<file path="config.mk">
export PLATFORM = sky130hd
export DESIGN_NAME = ram_arbiter_flat
export DESIGN_NICKNAME = d
export VERILOG_FILES = /design/src/rtl/ram_arb_pkg.sv /design/src/rtl/ram_arbiter_if.sv /design/src/rtl/rr_arb2.sv /design/src/rtl/ram_arbiter.sv /design/src/flat_wrapper.sv
export SDC_FILE = /design/constraint.sdc
export NUM_CORES = 1
export LEC_CHECK = 0
export BUFFER_PORTS_ARGS = -buffer_cell sky130_fd_sc_hd__buf_2
export CORE_ASPECT_RATIO = 2
export CORE_MARGIN = 10
export CORE_UTILIZATION = 50
export DETAILED_ROUTE_END_ITERATION = 7
export HOLD_SLACK_MARGIN = 0.15
export PLACE_DENSITY = 0.88
export SYNTH_ARGS = -nofsm -noshare
export SYNTH_HDL_FRONTEND = slang
export SYNTH_SLANG_ARGS = --single-unit
</file>
<file path="constraint.sdc">
create_clock -name clk -period 4.35 [get_ports clk]
set_input_delay 0.435 -clock clk [delete_from_list [all_inputs] [get_ports clk]]
set_output_delay 0.435 -clock clk [all_outputs]
set_load 0.02 [all_outputs]
</file>
<file path="src/rtl/ram_arb_pkg.sv">
// Shared types and constants for the two-port RAM arbiter.
package ram_arb_pkg;

  // Default widths, matching the team's 8-bit single-port RAM.
  localparam int DEF_DW = 8;
  localparam int DEF_AW = 8;

  // Supported read-latency range of the RAM behind the arbiter.
  localparam int RD_LAT_MIN = 1;
  localparam int RD_LAT_MAX = 4;

  // Wide enough to hold RD_LAT_MAX-1.
  localparam int CNT_W = $clog2(RD_LAT_MAX);

  typedef enum logic [1:0] {
    IDLE,
    ACCESS,
    WAIT,
    RESP
  } state_t;

  typedef logic port_id_t;

  localparam port_id_t P0 = 1'b0;
  localparam port_id_t P1 = 1'b1;

endpackage

</file>
<file path="src/rtl/ram_arbiter_if.sv">
// Master-side bus of the RAM arbiter: two independent req/ack ports.
interface ram_arbiter_if
  import ram_arb_pkg::*;
#(
  parameter int DW = DEF_DW,
  parameter int AW = DEF_AW
);

  logic          req0, req1;
  logic          we0, we1;
  logic [AW-1:0] addr0, addr1;
  logic [DW-1:0] wdata0, wdata1;
  logic          ack0, ack1;
  logic [DW-1:0] rdata0, rdata1;

  // The two masters sharing the RAM.
  modport master (
    output req0, req1, we0, we1, addr0, addr1, wdata0, wdata1,
    input  ack0, ack1, rdata0, rdata1
  );

  // The arbiter side.
  modport slave (
    input  req0, req1, we0, we1, addr0, addr1, wdata0, wdata1,
    output ack0, ack1, rdata0, rdata1
  );

endinterface

</file>
<file path="src/rtl/rr_arb2.sv">
// Combinational two-way round-robin pick: a lone request wins outright,
// a tie goes to the port that did not win last time.
module rr_arb2
  import ram_arb_pkg::*;
(
  input  logic     req0,
  input  logic     req1,
  input  port_id_t last_gnt,
  output logic     gnt_valid,
  output port_id_t gnt_id
);

  // Pick the winning port from the current requests and the previous winner.
  always_comb begin
    gnt_valid = req0 | req1;
    gnt_id    = P0;
    if (req0 && req1) begin
      gnt_id = (last_gnt == P0) ? P1 : P0;
    end else if (req1) begin
      gnt_id = P1;
    end
  end

endmodule

</file>
<file path="src/rtl/ram_arbiter.sv">
// Round-robin arbiter and sequencer placing two masters in front of one
// single-port synchronous RAM. Every output is registered.
module ram_arbiter
  import ram_arb_pkg::*;
#(
  parameter int DW     = DEF_DW,
  parameter int AW     = DEF_AW,
  parameter int RD_LAT = 1
) (
  input  logic          clk,
  input  logic          rst_n,
  ram_arbiter_if.slave  bus,
  output logic          busy,
  output logic          ram_wr,
  output logic [AW-1:0] ram_addr,
  output logic [DW-1:0] ram_data_in,
  input  logic [DW-1:0] ram_data_out
);

  // Out-of-range latencies are clamped so the counter can never overflow.
  localparam int LAT = (RD_LAT < RD_LAT_MIN) ? RD_LAT_MIN :
                       (RD_LAT > RD_LAT_MAX) ? RD_LAT_MAX : RD_LAT;
  localparam logic [CNT_W-1:0] CNT_LOAD = CNT_W'(LAT - 1);

  state_t           state, state_d;
  port_id_t         last_gnt, last_gnt_d;
  port_id_t         gnt_id, gnt_id_d;
  port_id_t         pick_id;
  logic             pick_valid;
  logic [CNT_W-1:0] cnt, cnt_d;
  logic             ram_wr_d;
  logic [AW-1:0]    ram_addr_d;
  logic [DW-1:0]    ram_data_in_d;
  logic             ack0, ack1, ack0_d, ack1_d;
  logic [DW-1:0]    rdata0, rdata1, rdata0_d, rdata1_d;
  logic             busy_d;

  rr_arb2 u_pick (
    .req0      (bus.req0),
    .req1      (bus.req1),
    .last_gnt  (last_gnt),
    .gnt_valid (pick_valid),
    .gnt_id    (pick_id)
  );

  // Next state and next value of every registered output.
  always_comb begin
    // NOTE: every signal gets a default before the case so no path leaves one unassigned (no latches).
    state_d       = state;
    last_gnt_d    = last_gnt;
    gnt_id_d      = gnt_id;
    cnt_d         = cnt;
    ram_wr_d      = 1'b0;
    ram_addr_d    = ram_addr;
    ram_data_in_d = ram_data_in;
    rdata0_d      = rdata0;
    rdata1_d      = rdata1;
    ack0_d        = 1'b0;
    ack1_d        = 1'b0;

    unique case (state)
      IDLE: begin
        if (pick_valid) begin
          // ram_addr/ram_data_in double as the latched address and write data.
          gnt_id_d      = pick_id;
          last_gnt_d    = pick_id;
          ram_wr_d      = (pick_id == P0) ? bus.we0    : bus.we1;
          ram_addr_d    = (pick_id == P0) ? bus.addr0  : bus.addr1;
          ram_data_in_d = (pick_id == P0) ? bus.wdata0 : bus.wdata1;
          state_d       = ACCESS;
        end
      end
      ACCESS: begin
        // ram_wr still carries the latched write enable during this cycle.
        if (ram_wr) begin
          state_d = RESP;
        end else begin
          cnt_d   = CNT_LOAD;
          state_d = WAIT;
        end
      end
      WAIT: begin
        if (cnt == '0) begin
          if (gnt_id == P0) rdata0_d = ram_data_out;
          else              rdata1_d = ram_data_out;
          state_d = RESP;
        end else begin
          cnt_d = cnt - 1'b1;
        end
      end
      RESP: begin
        state_d = IDLE;
      end
    endcase

    // The ack register is set on entry to RESP so the pulse coincides with it.
    if (state_d == RESP) begin
      ack0_d = (gnt_id == P0);
      ack1_d = (gnt_id == P1);
    end
    busy_d = (state_d != IDLE);
  end

  // FSM state register.
  always_ff @(posedge clk or negedge rst_n) begin
    // NOTE: sequential state uses non-blocking assignments so all registers update together at the edge.
    if (!rst_n) state <= IDLE;
    else        state <= state_d;
  end

  // Datapath and output registers; reset also drops ram_wr asynchronously.
  always_ff @(posedge clk or negedge rst_n) begin
    if (!rst_n) begin
      last_gnt    <= P1;
      gnt_id      <= P0;
      cnt         <= '0;
      ram_wr      <= 1'b0;
      ram_addr    <= '0;
      ram_data_in <= '0;
      ack0        <= 1'b0;
      ack1        <= 1'b0;
      rdata0      <= '0;
      rdata1      <= '0;
      busy        <= 1'b0;
    end else begin
      last_gnt    <= last_gnt_d;
      gnt_id      <= gnt_id_d;
      cnt         <= cnt_d;
      ram_wr      <= ram_wr_d;
      ram_addr    <= ram_addr_d;
      ram_data_in <= ram_data_in_d;
      ack0        <= ack0_d;
      ack1        <= ack1_d;
      rdata0      <= rdata0_d;
      rdata1      <= rdata1_d;
      busy        <= busy_d;
    end
  end

  assign bus.ack0   = ack0;
  assign bus.ack1   = ack1;
  assign bus.rdata0 = rdata0;
  assign bus.rdata1 = rdata1;

endmodule

</file>
<file path="src/flat_wrapper.sv">
// flat-port wrapper written by rule: the top's interface ports become plain ports
module ram_arbiter_flat import ram_arb_pkg::*;
#(
  parameter int DW     = DEF_DW,
  parameter int AW     = DEF_AW,
  parameter int RD_LAT = 1
)
  (clk, rst_n, busy, ram_wr, ram_addr, ram_data_in, ram_data_out, bus_req0, bus_req1, bus_we0, bus_we1, bus_addr0, bus_addr1, bus_wdata0, bus_wdata1, bus_ack0, bus_ack1, bus_rdata0, bus_rdata1);
  ram_arbiter_if #(.DW(DW), .AW(AW)) bus_i ();
  input  logic clk;
  input  logic rst_n;
  output logic busy;
  output logic ram_wr;
  output logic [AW-1:0] ram_addr;
  output logic [DW-1:0] ram_data_in;
  input  logic [DW-1:0] ram_data_out;
  input wire logic [$bits(bus_i.req0)-1:0] bus_req0;
  input wire logic [$bits(bus_i.req1)-1:0] bus_req1;
  input wire logic [$bits(bus_i.we0)-1:0] bus_we0;
  input wire logic [$bits(bus_i.we1)-1:0] bus_we1;
  input wire logic [$bits(bus_i.addr0)-1:0] bus_addr0;
  input wire logic [$bits(bus_i.addr1)-1:0] bus_addr1;
  input wire logic [$bits(bus_i.wdata0)-1:0] bus_wdata0;
  input wire logic [$bits(bus_i.wdata1)-1:0] bus_wdata1;
  output wire logic [$bits(bus_i.ack0)-1:0] bus_ack0;
  output wire logic [$bits(bus_i.ack1)-1:0] bus_ack1;
  output wire logic [$bits(bus_i.rdata0)-1:0] bus_rdata0;
  output wire logic [$bits(bus_i.rdata1)-1:0] bus_rdata1;
  assign bus_i.req0 = bus_req0;
  assign bus_i.req1 = bus_req1;
  assign bus_i.we0 = bus_we0;
  assign bus_i.we1 = bus_we1;
  assign bus_i.addr0 = bus_addr0;
  assign bus_i.addr1 = bus_addr1;
  assign bus_i.wdata0 = bus_wdata0;
  assign bus_i.wdata1 = bus_wdata1;
  assign bus_ack0 = bus_i.ack0;
  assign bus_ack1 = bus_i.ack1;
  assign bus_rdata0 = bus_i.rdata0;
  assign bus_rdata1 = bus_i.rdata1;
  ram_arbiter #(.DW(DW), .AW(AW), .RD_LAT(RD_LAT)) u_core (.clk(clk), .rst_n(rst_n), .bus(bus_i), .busy(busy), .ram_wr(ram_wr), .ram_addr(ram_addr), .ram_data_in(ram_data_in), .ram_data_out(ram_data_out));
endmodule
</file>
# After elaboration in Yosys (flattened, before gate mapping)
# Index checks and enable logic that the tools add are counted.
classes:
  add_sub_neg: 1
  eq_ne: 6
  mux: 17
  bitwise: 2
  n_reduce_logical: 9
ops:
  columns: ["cell", "n"]
  rows:
  - ["$mux W8", 2]
  - ["$mux W1", 9]
  - ["$reduce_and A3 Y1", 3]
  - ["$mux W2", 4]
  - ["$pmux W2 S4", 1]
  - ["$eq A2 B2 Y1 const B", 3]
  - ["$logic_not A2 Y1", 2]
  - ["$ne A2 B2 Y1 const B", 2]
  - ["$pmux W2 S2", 1]
  - ["$reduce_bool A2 Y1", 2]
  - ["$eq A2 B1 Y1 const B", 1]
  - ["$reduce_and A2 Y1", 1]
  - ["$sub A2 B1 Y2 const B", 1]
  - ["$logic_and A1 B1 Y1", 1]
  - ["$not A1 Y1", 1]
  - ["$or A1 B1 Y1", 1]
word_totals:
  ff_bits: 42
  inputBits: 46
  output_inout_bits: 36
  wordCells: 47

# Logic depth before layout (Yosys ltp)
logic_depth:
  depth_word: 5
  ltp_mapped: 7
  ltp_nobuf: 5

# Modules after synthesis
# Synthesis repeated with hierarchy kept, for this count alone.
hier_totals:
  hier_cells: 152
  hier_area_um2: 1871.8
by_module_without_submodules:
  columns: ["module", "instances", "cells_per_inst", "area_per_inst_um2", "seq_area_each_um2"]
  rows:
  - ["ram_arbiter", 1, 150, 1858.0, 1052.3]
  - ["rr_arb2", 1, 2, 13.8, 0.0]

# Worst setup path before layout
# OpenSTA, ideal clock, no wires.
synth_path:
  path_kind: "register -> register"
  start: "register u_core.state[0]"
  end: "register u_core.rdata0[0] (netlist: u_core.bus.rdata0[0])"
  setup_ns: 0.125
  arrival_ns: 1.366
  required_time_ns: 4.225
  path_slack_ns: 2.859
  stages_incl_launch_ff: 7
  path_buffers: 1
  period_less_slack_ns: 1.491
  path_cell_list: "dfrtp_1 > inv_1 > ha_1 > nand2_1 > or2_1 > buf_4 > mux2_4"
synth_between:
  elab_chain_len: 2
synth_rtl:
  columns: ["element", "line_no", "source"]
  rows:
  - ["from (decl)", "ram_arbiter.sv:25", "state_t state, state_d;"]
  - ["from (signal assigned)", "ram_arbiter.sv:108", "else state <= state_d;"]
  - ["$eq A2 B2 Y1", "ram_arbiter.sv:61", "unique case (state)"]
  - ["$reduce_and A3 Y1 (no line)", null, null]
  - ["to (signal assigned)", "ram_arbiter.sv:134", "rdata0 <= rdata0_d;"]
  - ["to (decl)", "ram_arbiter.sv:35", "logic [DW-1:0] rdata0, rdata1, rdata0_d, rdata1_d;"]
# No other way between the ends.
# A chain may end at the register's enable or synchronous reset.

# Worst setup path after layout
layout_path:
  start: "register u_core.state[0]"
  end: "register u_core.rdata0[6] (netlist: u_core.bus.rdata0[6])"
# Same word-level chain as after synthesis.

==> metrics.md <==
| Metric | Value |
|---|---|
| Vias per Instance | 5.11 |
| Grt met3 use | 4.56% |
| Root Buffer | clkbuf_8 |
| Diodes inserted | 0 |
| Status | finished clean |
| Pwr Density | 818 mW/mm^2 |
| Max-cap viol count | 0 |
| Worst endpoint data arrival time | 1890 ps |
| Worst Tran Pin Value | 891 ps |
| Total wire length | 4.94 mm |
| Worst reg-to-reg path cell count | 5 |
| Synth async-reset ratio | 100% |
| Die W | 62.9 um |
| Fraction of layout cells with a size suffix above 1 | 45.3% |
| Worst VDD drop | 0.000531 V |
| First-pass iteration count of the detailed router | 4 |
| Sequential fraction of the synthesis area | 57.2% |
| Max Freq | 0.584 GHz |
| Crit path cell chain | inv_1, ha_1, nand2_1, or2_1, mux2_4 |
| Post-CTS sizing | 0 |
| Clock latency on the worst-skew pair | 300 ps |
| # rows | 31 |
| Nets | 292 |
| Hold_buf cts | 0 |
| Layout Cell Area excl Fill | 0.00239 sq mm |
| DR DRC count | 0 |
| Synth cell types | 28 |
| EDFF count, synth | 0 |
| Cell area after synthesis | 0.00184 sq mm |
| Wire per inst | 16.9 um |
| Post-CTS Setup Bufs | 0 |
| Fin Setup TNS | 0 ps |
| Top post-synthesis cells by area | dfrtp_1 56%, a21oi_1 9.3%, mux2_4 6.5% |
| CTS tree | built |
| Largest net degree at the start of global routing | 43 |
| Vias in the first global route | 1661 |
| GR Util met1 | 14.6% |
| Largest delay share family, worst path | simple AND/OR/NAND/NOR gates |
| Multi-input combinational cell area | 718 sq um |
| Worst min path class | primary input to asynchronous set/reset pin |
| First-pass GRT wire length | 8.20 mm |
| Clk_skew | 13.2 ps |
| DP Wirelength | 3.91 mm |
| CTS H-tree lvls | 2 |
| Leading area contributor after synthesis | dfrtp_1 |
| Post-DRT Antenna Nets | 0 |
| Filler cells | 303 |
| Fin Hold WS | 254 ps |
| Most frequent cell after synthesis | dfrtp_1 |
| Seq cells post-synth | 42 |
| Num ports | 82 |
| Syn_nets | 211 |
| Slew headroom | 40.6% |
| Die footprint | 0.00665 sq mm |
| Ys flop type | dfrtp_1 |
| Starting Density | 51.5% |
| Crit share post-route | 39.4% |
| Global routing met2 resource utilization | 28.8% |
| Slew Viols, Final | 0 |
| CP peak stage delay | 410 ps |
| CP required | 4530 ps |
| Clock sink count | 42 |
| Final WS setup | 2640 ps |
| Critical path class | register to register |
| Routed vias | 1492 |
| Critical path depth | 5 |
| Core box area | 0.00357 sq mm |
| Buf+Inv Stages, Crit Path | 1 |
| Synth top area share | 55.8% |
| Register area | 0.00105 sq mm |
| Top cells by count, synth | 41 x dfrtp_1, 34 x a21oi_1, 20 x nand2_1 |
| CP max stage cell | dfrtp_1 |
| Antenna violations before repair | 0 |
| Syn Area/Cell | 11.4 sq um |
| GRT busiest layer | met2 |
| CP Capture Type | register |
| Layout Utilization | 67.0% |
| Remaining Overflow, GRT | 0 |
| # setup viols final | 0 |
| Layout area overhead | 30.0% |
| GRT Total Usage | 15.3% |
| Die Ht | 106 um |
| Bufs on Longest Clock Path | 2 |
| CTS Buf Count | 5 |
| Final Hold Viols | 0 |
| Gpl congestion | 0.777 |
| Startpoint Class | register |
| Iteration-0 DRC Markers | 38 |
| Leak Pwr | 1.22 nW |
| RSZ-0062 raised after global routing | false |
| CTS clk-pin slew, worst paths | 80 ps |
| Post-route minimum period | 1710 ps |
| Synth warn | 0 |
| Cell count after synthesis | 161 |
| Max FO, Critical Path | 8 |
| Buffers on Ports | 81 |
| Placed Area | 0.00225 sq mm |
| Pre-CTS WS | 2650 ps |
## cells in the final DEF, fill, tap and decap left out, types with 4 or more instances in the layout
cell,synthesis,layout
a21oi_1,34,34
buf_2,3,81
clkbuf_8,0,5
dfrtp_1,41,41
ha_1,4,4
inv_1,4,4
mux2_2,8,8
mux2_4,8,8
nand2_1,20,20
nor2_1,16,16
## power by group
group	leakage (nW)	switching, mW	internal [mW]
registers	0.489	0.101	0.581
clock network	0.0683	0.139	0.230
logic	0.667	0.543	0.361
## final timing paths
kind	start	endpoint	slack (ps)
worst max register to register	u_core.state[0]	u_core.bus.rdata0[6]	2640
min in group clk	bus_addr0[1]	u_core.ram_addr[1]	360
worst min-delay path	rst_n	u_core.ram_data_in[3]	250
worst max-delay path	u_core.state[0]	u_core.bus.rdata0[6]	2640
worst min register to register	u_core.bus.rdata1[6]	u_core.bus.rdata1[6]	500
max in group asynchronous	rst_n	u_core.bus.rdata1[3]	3530
## registers in the layout, indices dropped and copies added, names as in the netlist
| name | flops |
|---|---|
| u_core.ram_wr | 1 |
| u_core.bus.ack1 | 1 |
| u_core.bus.rdata0 | 8 |
| u_core.state | 2 |
| u_core.busy | 1 |
| u_core.ram_data_in | 8 |
| u_core.bus.ack0 | 1 |
| u_core.gnt_id | 1 |
| u_core.bus.rdata1 | 8 |
| u_core.cnt | 2 |
| u_core.ram_addr | 8 |
| u_core.last_gnt | 1 |
## layout make-up
cell class	instances	area share [%]
clock buffers	5	2.88
clock inverters	3	2.88
inverters	4	0.628
multi-input cells	108	30.1
flip-flops and latches	42	44.0
well taps	49	2.57
repair buffers	81	17.0
## per-layer routing
layer	part of all wire, %	up-vias	routed length, um
met5	0	-	0
met4	2.0	0	100
met1	35	724	1740
met2	58	45	2860
met3	4.8	7	236
li1	-	716	-
## logic make-up after synthesis
family                   count (synthesis)  share of synthesized area [%]
AO/OA/AOI/OAI                           44                           14.4
multiplexers                            17                           12.0
AND/OR/NAND/NOR                         43                           9.94
flip-flops                              42                           57.2
buffers and inverters                   11                           3.68
adder cells (fa/ha/maj)                  4                           2.72
## through the flow
stage / total power [mW] / instances
2_1_floorplan: 1.30 / 161
3_3_place_gp: 1.56 / 284
3_5_place_dp: 1.61 / 284
4_1_cts: 1.98 / 292
5_1_grt: 2.08 / 292
6_report: 1.96 / 292
(Power assumes the default switching activity.)
